$ cat config.mk
export PLATFORM = sky130hd
export DESIGN_NAME = atm_session_ctrl
export DESIGN_NICKNAME = d
export VERILOG_FILES = /design/src/rtl/atm_session_ctrl.sv
export SDC_FILE = /design/constraint.sdc
export NUM_CORES = 1
export LEC_CHECK = 0
export ABC_CLOCK_PERIOD_IN_PS = 3510
export BUFFER_PORTS_ARGS = -buffer_cell sky130_fd_sc_hd__buf_2
export CAP_MARGIN = 20
export CORE_ASPECT_RATIO = 0.5
export CORE_UTILIZATION = 35
export CTS_CLUSTER_DIAMETER = 150
export DETAILED_ROUTE_END_ITERATION = 8
export GPL_TIMING_DRIVEN = 0
export HOLD_SLACK_MARGIN = 0.02
export PLACE_DENSITY = 0.67
export SETUP_SLACK_MARGIN = 0.1
export SYNTH_ARGS = -nofsm -noshare
export SYNTH_HDL_FRONTEND = slang
export SYNTH_SLANG_ARGS = --single-unit
$ cat constraint.sdc
create_clock -name clk -period 3.51 [get_ports clk]
set_input_delay 0.702 -clock clk [delete_from_list [all_inputs] [get_ports clk]]
set_output_delay 0.702 -clock clk [all_outputs]
set_load 0.01 [all_outputs]
$ cat src/rtl/atm_session_ctrl.sv
// ATM session front-end: card/PIN check with lockout, one command per request to the core.
// Optional idle timeout of WAIT_PIN/MENU enabled by defining SESSION_TIMEOUT_EN.
module atm_session_ctrl #(
  parameter int MAX_TRIES   = 3,
  parameter int ACCT_W      = 4,
  parameter int AMT_W       = 10,
  parameter int PIN_W       = 4,
  parameter int TIMEOUT_CYC = 1024
) (
  input  logic              clk,
  input  logic              rst,
  input  logic              card_in,
  input  logic [ACCT_W-1:0] card_acct,
  input  logic              pin_valid,
  input  logic [PIN_W-1:0]  pin_value,
  output logic [ACCT_W-1:0] pin_lookup_acct,
  input  logic [PIN_W-1:0]  pin_lookup_val,
  input  logic              cmd_valid,
  input  logic [1:0]        cmd_select,
  input  logic [ACCT_W-1:0] cmd_dest_acct,
  input  logic [AMT_W-1:0]  cmd_amount,
  output logic              core_req_valid,
  input  logic              core_req_ready,
  output logic [1:0]        core_select,
  output logic [ACCT_W-1:0] core_origin,
  output logic [ACCT_W-1:0] core_purpose,
  output logic [AMT_W-1:0]  core_amount,
  input  logic              core_resp_valid,
  input  logic [1:0]        core_result,
  input  logic [AMT_W-1:0]  core_inventory,
  output logic              disp_valid,
  output logic [1:0]        disp_result,
  output logic [AMT_W-1:0]  disp_inventory,
  output logic              card_eject,
  output logic              acct_locked,
  output logic              session_active
);

  localparam int NACCT = 1 << ACCT_W;
  localparam logic [2:0] MAX_T = 3'(MAX_TRIES);

  typedef enum logic [2:0] {
    IDLE, WAIT_PIN, CHECK_PIN, MENU, ISSUE, WAIT_RESP
  } state_t;

  state_t            state_q, state_d;
  logic [ACCT_W-1:0] acct_q, acct_d;
  logic [PIN_W-1:0]  pin_q, pin_d;
  logic [2:0]        tries_q, tries_d;
  logic [NACCT-1:0]  lock_q, lock_d;
  logic [1:0]        sel_q, sel_d;
  logic [ACCT_W-1:0] dest_q, dest_d;
  logic [AMT_W-1:0]  amt_q, amt_d;
  logic [1:0]        res_q, res_d;
  logic [AMT_W-1:0]  inv_q, inv_d;
  logic              disp_q, disp_d;
  logic              eject_q, eject_d;
  logic              locked_q, locked_d;
  logic              active_q, active_d;

`ifdef SESSION_TIMEOUT_EN
  localparam int TMO_W = (TIMEOUT_CYC > 2) ? $clog2(TIMEOUT_CYC) : 1;
  localparam logic [TMO_W-1:0] TMO_LAST = TMO_W'(TIMEOUT_CYC - 1);
  logic [TMO_W-1:0] tmo_q, tmo_d;
  logic             evt;
`endif

  always_ff @(posedge clk) begin
    if (rst) begin
      state_q  <= IDLE;
      acct_q   <= '0;
      pin_q    <= '0;
      tries_q  <= '0;
      lock_q   <= '0;
      sel_q    <= '0;
      dest_q   <= '0;
      amt_q    <= '0;
      res_q    <= '0;
      inv_q    <= '0;
      disp_q   <= 1'b0;
      eject_q  <= 1'b0;
      locked_q <= 1'b0;
      active_q <= 1'b0;
    end else begin
      state_q  <= state_d;
      acct_q   <= acct_d;
      pin_q    <= pin_d;
      tries_q  <= tries_d;
      lock_q   <= lock_d;
      sel_q    <= sel_d;
      dest_q   <= dest_d;
      amt_q    <= amt_d;
      res_q    <= res_d;
      inv_q    <= inv_d;
      disp_q   <= disp_d;
      eject_q  <= eject_d;
      locked_q <= locked_d;
      active_q <= active_d;
    end
  end

`ifdef SESSION_TIMEOUT_EN
  always_ff @(posedge clk) begin
    if (rst) tmo_q <= '0;
    else     tmo_q <= tmo_d;
  end
`endif

  always_comb begin
    state_d  = state_q;
    acct_d   = acct_q;
    pin_d    = pin_q;
    tries_d  = tries_q;
    lock_d   = lock_q;
    sel_d    = sel_q;
    dest_d   = dest_q;
    amt_d    = amt_q;
    res_d    = res_q;
    inv_d    = inv_q;
    disp_d   = 1'b0;
    eject_d  = 1'b0;
    locked_d = 1'b0;
    active_d = active_q;
    unique case (state_q)
      IDLE: begin
        if (card_in) begin
          acct_d = card_acct;
          if (lock_q[card_acct]) begin
            locked_d = 1'b1;
            eject_d  = 1'b1;
          end else begin
            state_d = WAIT_PIN;
            tries_d = '0;
          end
        end
      end
      WAIT_PIN: begin
        if (pin_valid) begin
          pin_d   = pin_value;
          state_d = CHECK_PIN;
        end
      end
      CHECK_PIN: begin
        if (pin_q == pin_lookup_val) begin
          state_d  = MENU;
          active_d = 1'b1;
          tries_d  = '0;
        end else if (tries_q + 3'd1 >= MAX_T) begin
          tries_d        = tries_q + 3'd1;
          lock_d[acct_q] = 1'b1;
          locked_d       = 1'b1;
          eject_d        = 1'b1;
          state_d        = IDLE;
        end else begin
          tries_d = tries_q + 3'd1;
          state_d = WAIT_PIN;
        end
      end
      MENU: begin
        if (cmd_valid) begin
          sel_d  = cmd_select;
          dest_d = cmd_dest_acct;
          amt_d  = cmd_amount;
          if (cmd_select == 2'b11) begin
            eject_d  = 1'b1;
            active_d = 1'b0;
            state_d  = IDLE;
          end else begin
            state_d = ISSUE;
          end
        end
      end
      ISSUE: begin
        if (core_req_ready) state_d = WAIT_RESP;
      end
      WAIT_RESP: begin
        if (core_resp_valid) begin
          res_d   = core_result;
          inv_d   = core_inventory;
          disp_d  = 1'b1;
          state_d = MENU;
        end
      end
      default: state_d = IDLE;
    endcase

`ifdef SESSION_TIMEOUT_EN
    // Any accepted input restarts the idle count; ISSUE/WAIT_RESP hold it.
    tmo_d = tmo_q;
    evt = (state_q == IDLE && card_in) ||
          (state_q == WAIT_PIN && pin_valid) ||
          (state_q == MENU && cmd_valid);
    if (evt) begin
      tmo_d = '0;
    end else if (state_q == WAIT_PIN || state_q == MENU) begin
      if (tmo_q == TMO_LAST) begin
        tmo_d    = '0;
        state_d  = IDLE;
        eject_d  = 1'b1;
        active_d = 1'b0;
        tries_d  = '0;
      end else begin
        tmo_d = tmo_q + 1'b1;
      end
    end
`endif
  end

  assign pin_lookup_acct = acct_q;
  assign core_req_valid  = (state_q == ISSUE);
  assign core_select     = sel_q;
  assign core_origin     = acct_q;
  assign core_purpose    = dest_q;
  assign core_amount     = amt_q;
  assign disp_valid      = disp_q;
  assign disp_result     = res_q;
  assign disp_inventory  = inv_q;
  assign card_eject      = eject_q;
  assign acct_locked     = locked_q;
  assign session_active  = active_q;

endmodule
; ---- Word-level counts from Yosys, hierarchy flattened
; Index checks and enable logic that the tools add are counted.
[classes]
n_addsub = 1
mul = 0
n_div = 0
order_cmp = 4
eq_ne = 15
shift = 0
mux = 31
bitwise = 3
n_reduce_logical = 13
[ops]
columns = cell, count
row1 = $mux W3, 10
row2 = $pmux W3 S6, 1
row3 = $or A16 B16 Y16, 1
row4 = $ne A2 B2 Y1 const B, 7
row5 = $mux W1, 13
row6 = $lt A4 B5 Y1 const B, 2
row7 = $reduce_and A2 Y1, 4
row8 = $eq A3 B2 Y1 const B, 2
row9 = $eq A3 B3 Y1 const B, 2
row10 = $pmux W3 S2, 1
row11 = $reduce_and A3 Y1, 2
row12 = $reduce_and A6 Y1, 1
row13 = $bmux W1 S4, 1
row14 = $demux W1 S4, 1
row15 = $eq A4 B4 Y1, 1
row16 = $ge A4 B1 Y1 const B, 1
row17 = $pmux W1 S2, 2
row18 = $reduce_and A4 Y1, 1
row19 = $reduce_bool A2 Y1, 2
row20 = $add A3 B1 Y3 const B, 1
row21 = $eq A3 B1 Y1 const B, 1
row22 = $ge A3 B2 Y1 const B, 1
row23 = $logic_not A3 Y1, 1
row24 = $pmux W1 S3, 1
row25 = 6 further kinds, 7
[totals]
ff_bits = 62
latch_bits = 0
ram_bits = 0
rom_bits = 0
inputBits = 47
output_inout_bits = 41
word_cells = 81
mem_count = 0

; ---- Logic depth before layout (Yosys ltp)
; Gate-level depths: netlist (run 1).
[logic_depth]
depth_word = 5
depth_mapped = 8
ltp_nobuf = 7

; ---- Worst setup path before layout (run 1)
; No wires, ideal clock.
[synth_timing]
path_kind = input to register
from = input port card_acct[0]
to = register tries_q[0]
arrival_ns = 2.034
slack_ns = 1.385
stages = 6
n_path_buf = 1
path_cell_list = buf_6 > mux2i_1 > a221o_1 > or3_4 > and2_4 > a311oi_1
[synth_between]
elab_chain_len = 4
[synth_rtl]
columns = item, line_no
row1 = start: declaration, 13  ; input logic [ACCT_W-1:0] card_acct,
row2 = $bmux W1 S4, 128  ; if (lock_q[card_acct]) begin
row3 = $mux W1 (implied by the code), 128
row4 = $ne A2 B2 Y1 (no line), n/a
row5 = $reduce_and A3 Y1 (no line), n/a
row6 = end signal: assignment, 88  ; tries_q <= tries_d;
row7 = end: declaration, 49  ; logic [2:0] tries_q, tries_d;
; No other way between the ends. The select of a mux whose other input is x is not followed.
; A chain may end at the register's enable or synchronous reset.

; ---- Final worst setup path (run 1)
[layout_timing]
from = register state_q[1]
to = output port core_req_valid
[layout_between]
elab_chain_len = 1
[layout_rtl]
columns = item, line_no
row1 = start: declaration, 46  ; state_t state_q, state_d;
row2 = start signal: assignment, 85  ; state_q <= state_d;
row3 = $eq A3 B3 Y1, 210  ; assign core_req_valid = (state_q == ISSUE);
row4 = end: declaration, 22  ; output logic core_req_valid,
; No other way between the ends.

==> results of run 1 <==
==> cells by family after synthesis <==
logic type               count (synthesis)
flip-flops                              62
AO/OA/AOI/OAI                           72
multiplexers                            17
adder cells (fa/ha/maj)                  2
buffers and inverters                   42
AND/OR/NAND/NOR                        120
XOR/XNOR                                 5
==> worst reg2reg max path, cell delays in order, from the launching register on <==
cell	delay (ns)
dfxtp_1	0.37
inv_1	0.07
ha_1	0.29
inv_1	0.09
a211oi_1	0.11
nor4b_1	0.52
nand2_1	0.35
o22ai_1	0.21
==> metrics by stage <==
step,instances,power (mW),setup slack [ns],util [%]
2_1_floorplan,320,1.00,1.39,-
3_3_place_gp,498,1.10,1.21,45.6
3_5_place_dp,498,1.10,1.23,45.6
4_1_cts,514,1.99,1.39,49.9
5_1_grt,514,2.07,1.18,49.9
6_report,514,1.98,1.40,49.9
==> per-layer routing <==
metal | share of wire [%] | wire [µm] | track usage (%) | up-vias
met5 | 0 | 0 | 0 | -
li1 | - | - | - | 1274
met4 | 0.81 | 53 | 5.42 | 0
met3 | 8.8 | 572 | 7.56 | 9
met1 | 46 | 3020 | 21.1 | 1110
met2 | 44 | 2870 | 28.0 | 85
==> power groups by stage <==
stage | clock network, mW | logic (mW) | registers (mW)
5_1_grt | 0.934 | 0.351 | 0.781
6_report | 0.884 | 0.316 | 0.777
4_1_cts | 0.899 | 0.316 | 0.776
3_5_place_dp | 0 | 0.312 | 0.790
3_3_place_gp | 0 | 0.312 | 0.790
2_1_floorplan | 0 | 0.211 | 0.789
==> cells in the mapped netlist (all sizes together), types with 2 or more instances <==
master	instances
nand2b	4
and2	3
mux2i	13
nand3	8
nor2b	5
buf	6
dfxtp	62
o22ai	18
and3	4
xnor2	4
nor2	18
ha	2
mux2	4
o21ai	3
clkbuf	15
nand2	69
a21oi	40
a311oi	3
inv	21
nor3	5
==> how the worst max path moves through the flow <==
stage	end	slack (ns)	depth (start not counted)
global route	lock_q[8]$_SDFFE_PP0P_	1.18	8
detailed placement	card_eject$_SDFF_PP0_	1.23	6
finish	core_req_valid	1.40	3
floorplan	tries_q[0]$_SDFFE_PP0P_	1.39	6
global placement	card_eject$_SDFF_PP0_	1.21	6
CTS	core_req_valid	1.39	3
==> area by class of cell <==
cell class | instances | area (µm²)
multi-input combinational | 216 | 1190
tap | 92 | 115
inverter | 21 | 78.8
sequential | 62 | 1240
buffer | 21 | 103
fill | 743 | 3470
clock inverter | 4 | 45.0
timing repair buffer | 86 | 430
clock buffer | 12 | 256
==> registers in the layout, summed over array words and instances, names as in the netlist, 2 cells and up <==
| register | count |
|---|---|
| core_amount | 10 |
| state_q | 3 |
| core_select | 2 |
| disp_result | 2 |
| tries_q | 3 |
| lock_q | 16 |
| disp_inventory | 10 |
| core_origin | 4 |
| core_purpose | 4 |
| pin_q | 4 |
==> flow_summary.yaml, run 1 <==
sta:
  whs_ns: 0.448
  tns_ns: 0
  fmax_mhz: 474
  period_share_pct: 60.1
  setup_viol: 0
  rsz0062_at_grt: "no"
  finalHoldViolCount: 0
  worstMarginPinSlew_ns: 0.750
  final.min_clock_period_ns: 2.11
  maxSlewHeadroom_pct: 49.6
  fin_worst_skew_ns: 0.00577
  drv_slew: 0
finish:
  stdcell_area_um2: 3460
  final_common_cell: "buf_2"
  layout_common_cells: "buf_2 (87), nand2_1 (69), dfxtp_1 (62)"
  drive_gt1_share_pct: 27.0
  antenna_cells: 0
  area_growth_pct: 32.4
  final_net_count: 466
power:
  irDropWorstVdd_v: 0.000268
  clkPwrFrac_pct: 44.7
  pwr-share-seq_pct: 39.3
  p_switching_uw: 517
  power.density_nw_per_um2: 571
  power_frac_comb_pct: 16.0
  p_leak_nw: 1.46
  switching_share_pct: 26.2
  p_int_mw: 1.46
die:
  die_w_um: 124
  rows: 21
  io_pins: 88
  dieArea_um2: 7850
  dieHeight_um: 63.1
  core_area_um2: 6940
  start_util_pct: 37.7
global_route:
  track_usage_pct: 17.4
  first_global_vias: 2400
  grt_max_degree: 11
  grt-ovfl-total: 0
  grt_pass1_wl_mm: 10.9
  antenna_found_initial: 0
clock_tree:
  htreeDepth: 3
  postCtsHoldBufs: 0
  clkTransAtPathRegs_ns: 0.05
  root_buffer: "clkbuf_16"
  clock-sinks: 62
  cts_resized: 0
  cts_tree: "yes"
  numCtsBuffers: 9
  worst_skew_pair.late_latency_ns: 0.32
  cts_setup_buffers: 0
  cts_buffer_depth: 2
setup_path:
  start_kind: "flop"
  endpoint_kind: "output pin"
  worst_ep_arrival_time_ns: 1.41
  reg2regPathDepth: 7
  r2r_slack_ns: 1.41
  path_delay_family: "buffers and inverters"
  worstPathRequired_ns: 2.81
  path_buf_inv: 2
  crit_fanout: 10
  cp_slowest_cell: "dfxtp_1"
  path_cells: "clkbuf_1 > nor3_1 > buf_2"
  r2r-end: "lock_q[15]$_SDFFE_PP0P_"
  crit_type: "reg2out"
  critPathLaunch: "state_q[1]$_SDFFE_PP0P_"
  timing.rr.start: "tries_q[0]$_SDFFE_PP0P_"
  cp_slowest_stage_delay_ns: 0.46
placed_design:
  placed_cell_area_um2: 3160
  gp_congestion: 0.788
  numPortBuffers: 86
  hpwl_mm: 4.75
synthesis:
  yosysUniqueCellTypes: 36
  synth_area_leaders: "dfxtp_1 (47%), nand2_1 (9.9%), a21oi_1 (7.7%)"
  synthXorXnorAreaFrac_pct: 1.67
  synth-edff-count: 0
  ys_ff_latch: 62
  yosys_warnings: 0
  yosys.area.top_type_share_pct: 47.4
  ys.flop_type: "dfxtp_1"
  synth_top_family_by_area: "simple AND/OR/NAND/NOR gates"
  synth_area_um2: 2620
  postSynthAreaPerCell_um2: 8.18
  yosys-mux-area-fraction_pct: 6.70
  synth_fa_ha_area_share_pct: 0.956
  synthArstFlopShare_pct: 0
  yosys.area.top_type: "dfxtp_1"
  netlist_instances: 320
  synth.yosys.seq_area_share_pct: 47.4
  synthSimpleGateAreaFrac_pct: 20.1
  synth_nets: 369
  synth_compound_area_share_pct: 16.2
status:
  status: "finished clean"
routing:
  avgRoutedWirePerCell_um: 12.7
  final_antenna_net_count: 0
  viasPerCell: 4.82
  dr_total_vias: 2478
  post-route-drc-count: 0
  dr.pass1.iters: 4
  totalWireLength_mm: 6.52
  drt_iter0_markers: 134
hold_path:
  hold_path.class: "reg2reg"
  min_path_cells: 2
  hold_start: "disp_result[0]$_SDFFE_PP0P_"
  min_to: "disp_result[0]$_SDFFE_PP0P_"
run:
  drv_cap: 0
(Power assumes the default switching activity.)
==> inputs of run 2 (changes only) <==
- ABC_CLOCK_PERIOD_IN_PS: 3510 -> 1900
- PLACE_DENSITY: 0.67 -> 0.69
- clock period: 3.51 -> 1.9 ns (I/O delays scaled with it)
==> run 2 against run 1 <==
Net effect: utilization grew 1.2 points; via count decreased by 0.36%; non-clock buffer count rose by 2; sequential cell count unchanged; setup slack worse by 1.3 ns; clock skew shrank 0.00086 ns; hold slack worse by 0.16 ns; sequential power grew 85%; critical path depth grew 5.
==> flow_summary.yaml, run 2 (synthesis results as in run 1) <==
status:
  status: "finished clean"
placed_design:
  hpwl_mm: 4.60
  numPortBuffers: 86
  placed_cell_area_um2: 3160
  gp_congestion: 0.869
  dp_slack_ns: -0.168
  numPlacedInstances: 498
clock_tree:
  htreeDepth: 3
  cts_tree: "yes"
  worst_skew_pair.late_latency_ns: 0.33
  root_buffer: "clkbuf_16"
  cts_buffer_depth: 2
  numCtsBuffers: 9
  clkTransAtPathRegs_ns: 0.05
  clock-sinks: 62
die:
  die_w_um: 124
  core_area_um2: 6940
  start_util_pct: 37.7
  dieArea_um2: 7850
  io_pins: 88
  dieHeight_um: 63.1
  rows: 21
routing:
  final_antenna_net_count: 0
  dr.pass1.iters: 4
  totalWireLength_mm: 6.42
  drt_iter0_markers: 128
  viasPerCell: 4.78
  dr_total_vias: 2469
  avgRoutedWirePerCell_um: 12.4
  post-route-drc-count: 0
finish:
  layout_common_cells: "buf_2 (89), nand2_1 (67), dfxtp_1 (61)"
  largest_reg_flops: 16
  antenna_cells: 0
  largest_register: "lock_q"
  instances_no_fill: 516
  multiInputGateArea_um2: 1250
  stdcell_area_um2: 3550
  area_growth_pct: 35.6
  seqCellArea_um2: 1240
  final_net_count: 468
  final_common_cell: "buf_2"
  nFillCells: 705
  drive_gt1_share_pct: 32.1
power:
  irDropWorstVdd_v: 0.000576
  power_frac_comb_pct: 17.2
  switching_share_pct: 26.4
  clkPwrFrac_pct: 43.9
  p_int_mw: 2.72
  p_leak_nw: 1.50
  pwr-share-seq_pct: 38.9
  p_switching_uw: 978
  power.density_nw_per_um2: 1040
sta:
  fmax_mhz: 567
  finalHoldViolCount: 0
  drv_slew: 0
  whs_ns: 0.287
  rsz0062_at_grt: "yes"
  setup_viol: 0
  worstMarginPinSlew_ns: 0.780
  fin_worst_skew_ns: 0.00492
  final.min_clock_period_ns: 1.76
  maxSlewHeadroom_pct: 47.6
  setup_slack_ns: 0.138
  period_share_pct: 92.8
setup_path:
  crit_type: "reg2reg"
  endpoint_kind: "flop"
  crit_fanout: 3
  worstPathRequired_ns: 2.12
  start_kind: "flop"
  worst_ep_arrival_time_ns: 1.98
global_route:
  first_global_vias: 2292
  grt_max_degree: 11
  grt_pass1_wl_mm: 10.5
  track_usage_pct: 16.9
  grt-ovfl-total: 0
  antenna_found_initial: 0
hold_path:
  hold_path.class: "in2reg"
run:
  drv_cap: 0
run 2: changes by cell type in the layout (fill, tap and decap cells not counted), moves of 2 or more:
cell | before | now
clkbuf_1 | 16 | 9
clkbuf_2 | 0 | 5
nand2_2 | 0 | 2
nand2_1 | 69 | 67
buf_4 | 4 | 6
buf_2 | 87 | 89
run 2: power groups by stage:
| stage | Sequential, mW | Combinational [mW] | Clock [mW] |
|---|---|---|---|
| after floorplan | 1.46 | 0.390 | 0 |
| after global placement | 1.46 | 0.575 | 0 |
| after detailed placement | 1.46 | 0.578 | 0 |
| after CTS | 1.44 | 0.601 | 1.67 |
| after global routing | 1.45 | 0.702 | 1.72 |
| final | 1.44 | 0.636 | 1.62 |
run 2: cell type report:
cell class                 count  share of cell area [%]
buffer                        21                    3.14
clock buffer                  12                    7.23
clock inverter                 4                    1.27
inverter                      21                    2.22
multi-input combinational    216                    35.3
sequential                    62                    35.1
tap                           92                    3.24
timing repair buffer          88                    12.6
run 2: stage by stage:
step | util, % | power [mW] | TNS (ns)
2_1_floorplan | - | 1.85 | 0
3_3_place_gp | 45.6 | 2.03 | -1.67
3_5_place_dp | 45.6 | 2.04 | -1.74
4_1_cts | 50.5 | 3.71 | 0
5_1_grt | 51.2 | 3.87 | 0
6_report | 51.2 | 3.70 | 0
run 2: timing repair:
| item | CTS | global route |
|---|---|---|
| hold buffers | 0 | 0 |
| setup buffers | 1 | 1 |
| endpoints found under the hold margin | 0 | 0 |
| pin swaps | 3 | 3 |
| resized for setup | 10 | 19 |
| setup endpoints to repair | 28 | 34 |
run 2: worst paths after layout:
path                                                    from                           end  slack, ns  cells after the start
worst max-delay path                 tries_q[0]$_SDFFE_PP0P_         card_eject$_SDFF_PP0_       0.14                      8
worst min-delay path                           cmd_amount[2]   core_amount[2]$_SDFFE_PP0P_       0.29                      3
worst max register to register       tries_q[0]$_SDFFE_PP0P_         card_eject$_SDFF_PP0_       0.14                      8
worst min register to register  core_purpose[3]$_SDFFE_PP0P_  core_purpose[3]$_SDFFE_PP0P_       0.45                      2
run 2: routing by layer:
layer / wire length [µm] / vias to the layer above / GRT usage, %
li1: - / 1280 / -
met1: 3090 / 1112 / 21.2
met2: 2770 / 68 / 25.3
met3: 499 / 9 / 8.07
met4: 69 / 0 / 5.42
met5: 0 / - / 0
run 2: critical path, cell delays in order (launching register included):
cell and delay, ns:
dfxtp_4 0.35, inv_1 0.05, ha_1 0.30, inv_2 0.07, a211oi_2 0.08, nor4b_2 0.21
buf_4 0.16, a21oi_2 0.06, a2111oi_4 0.37
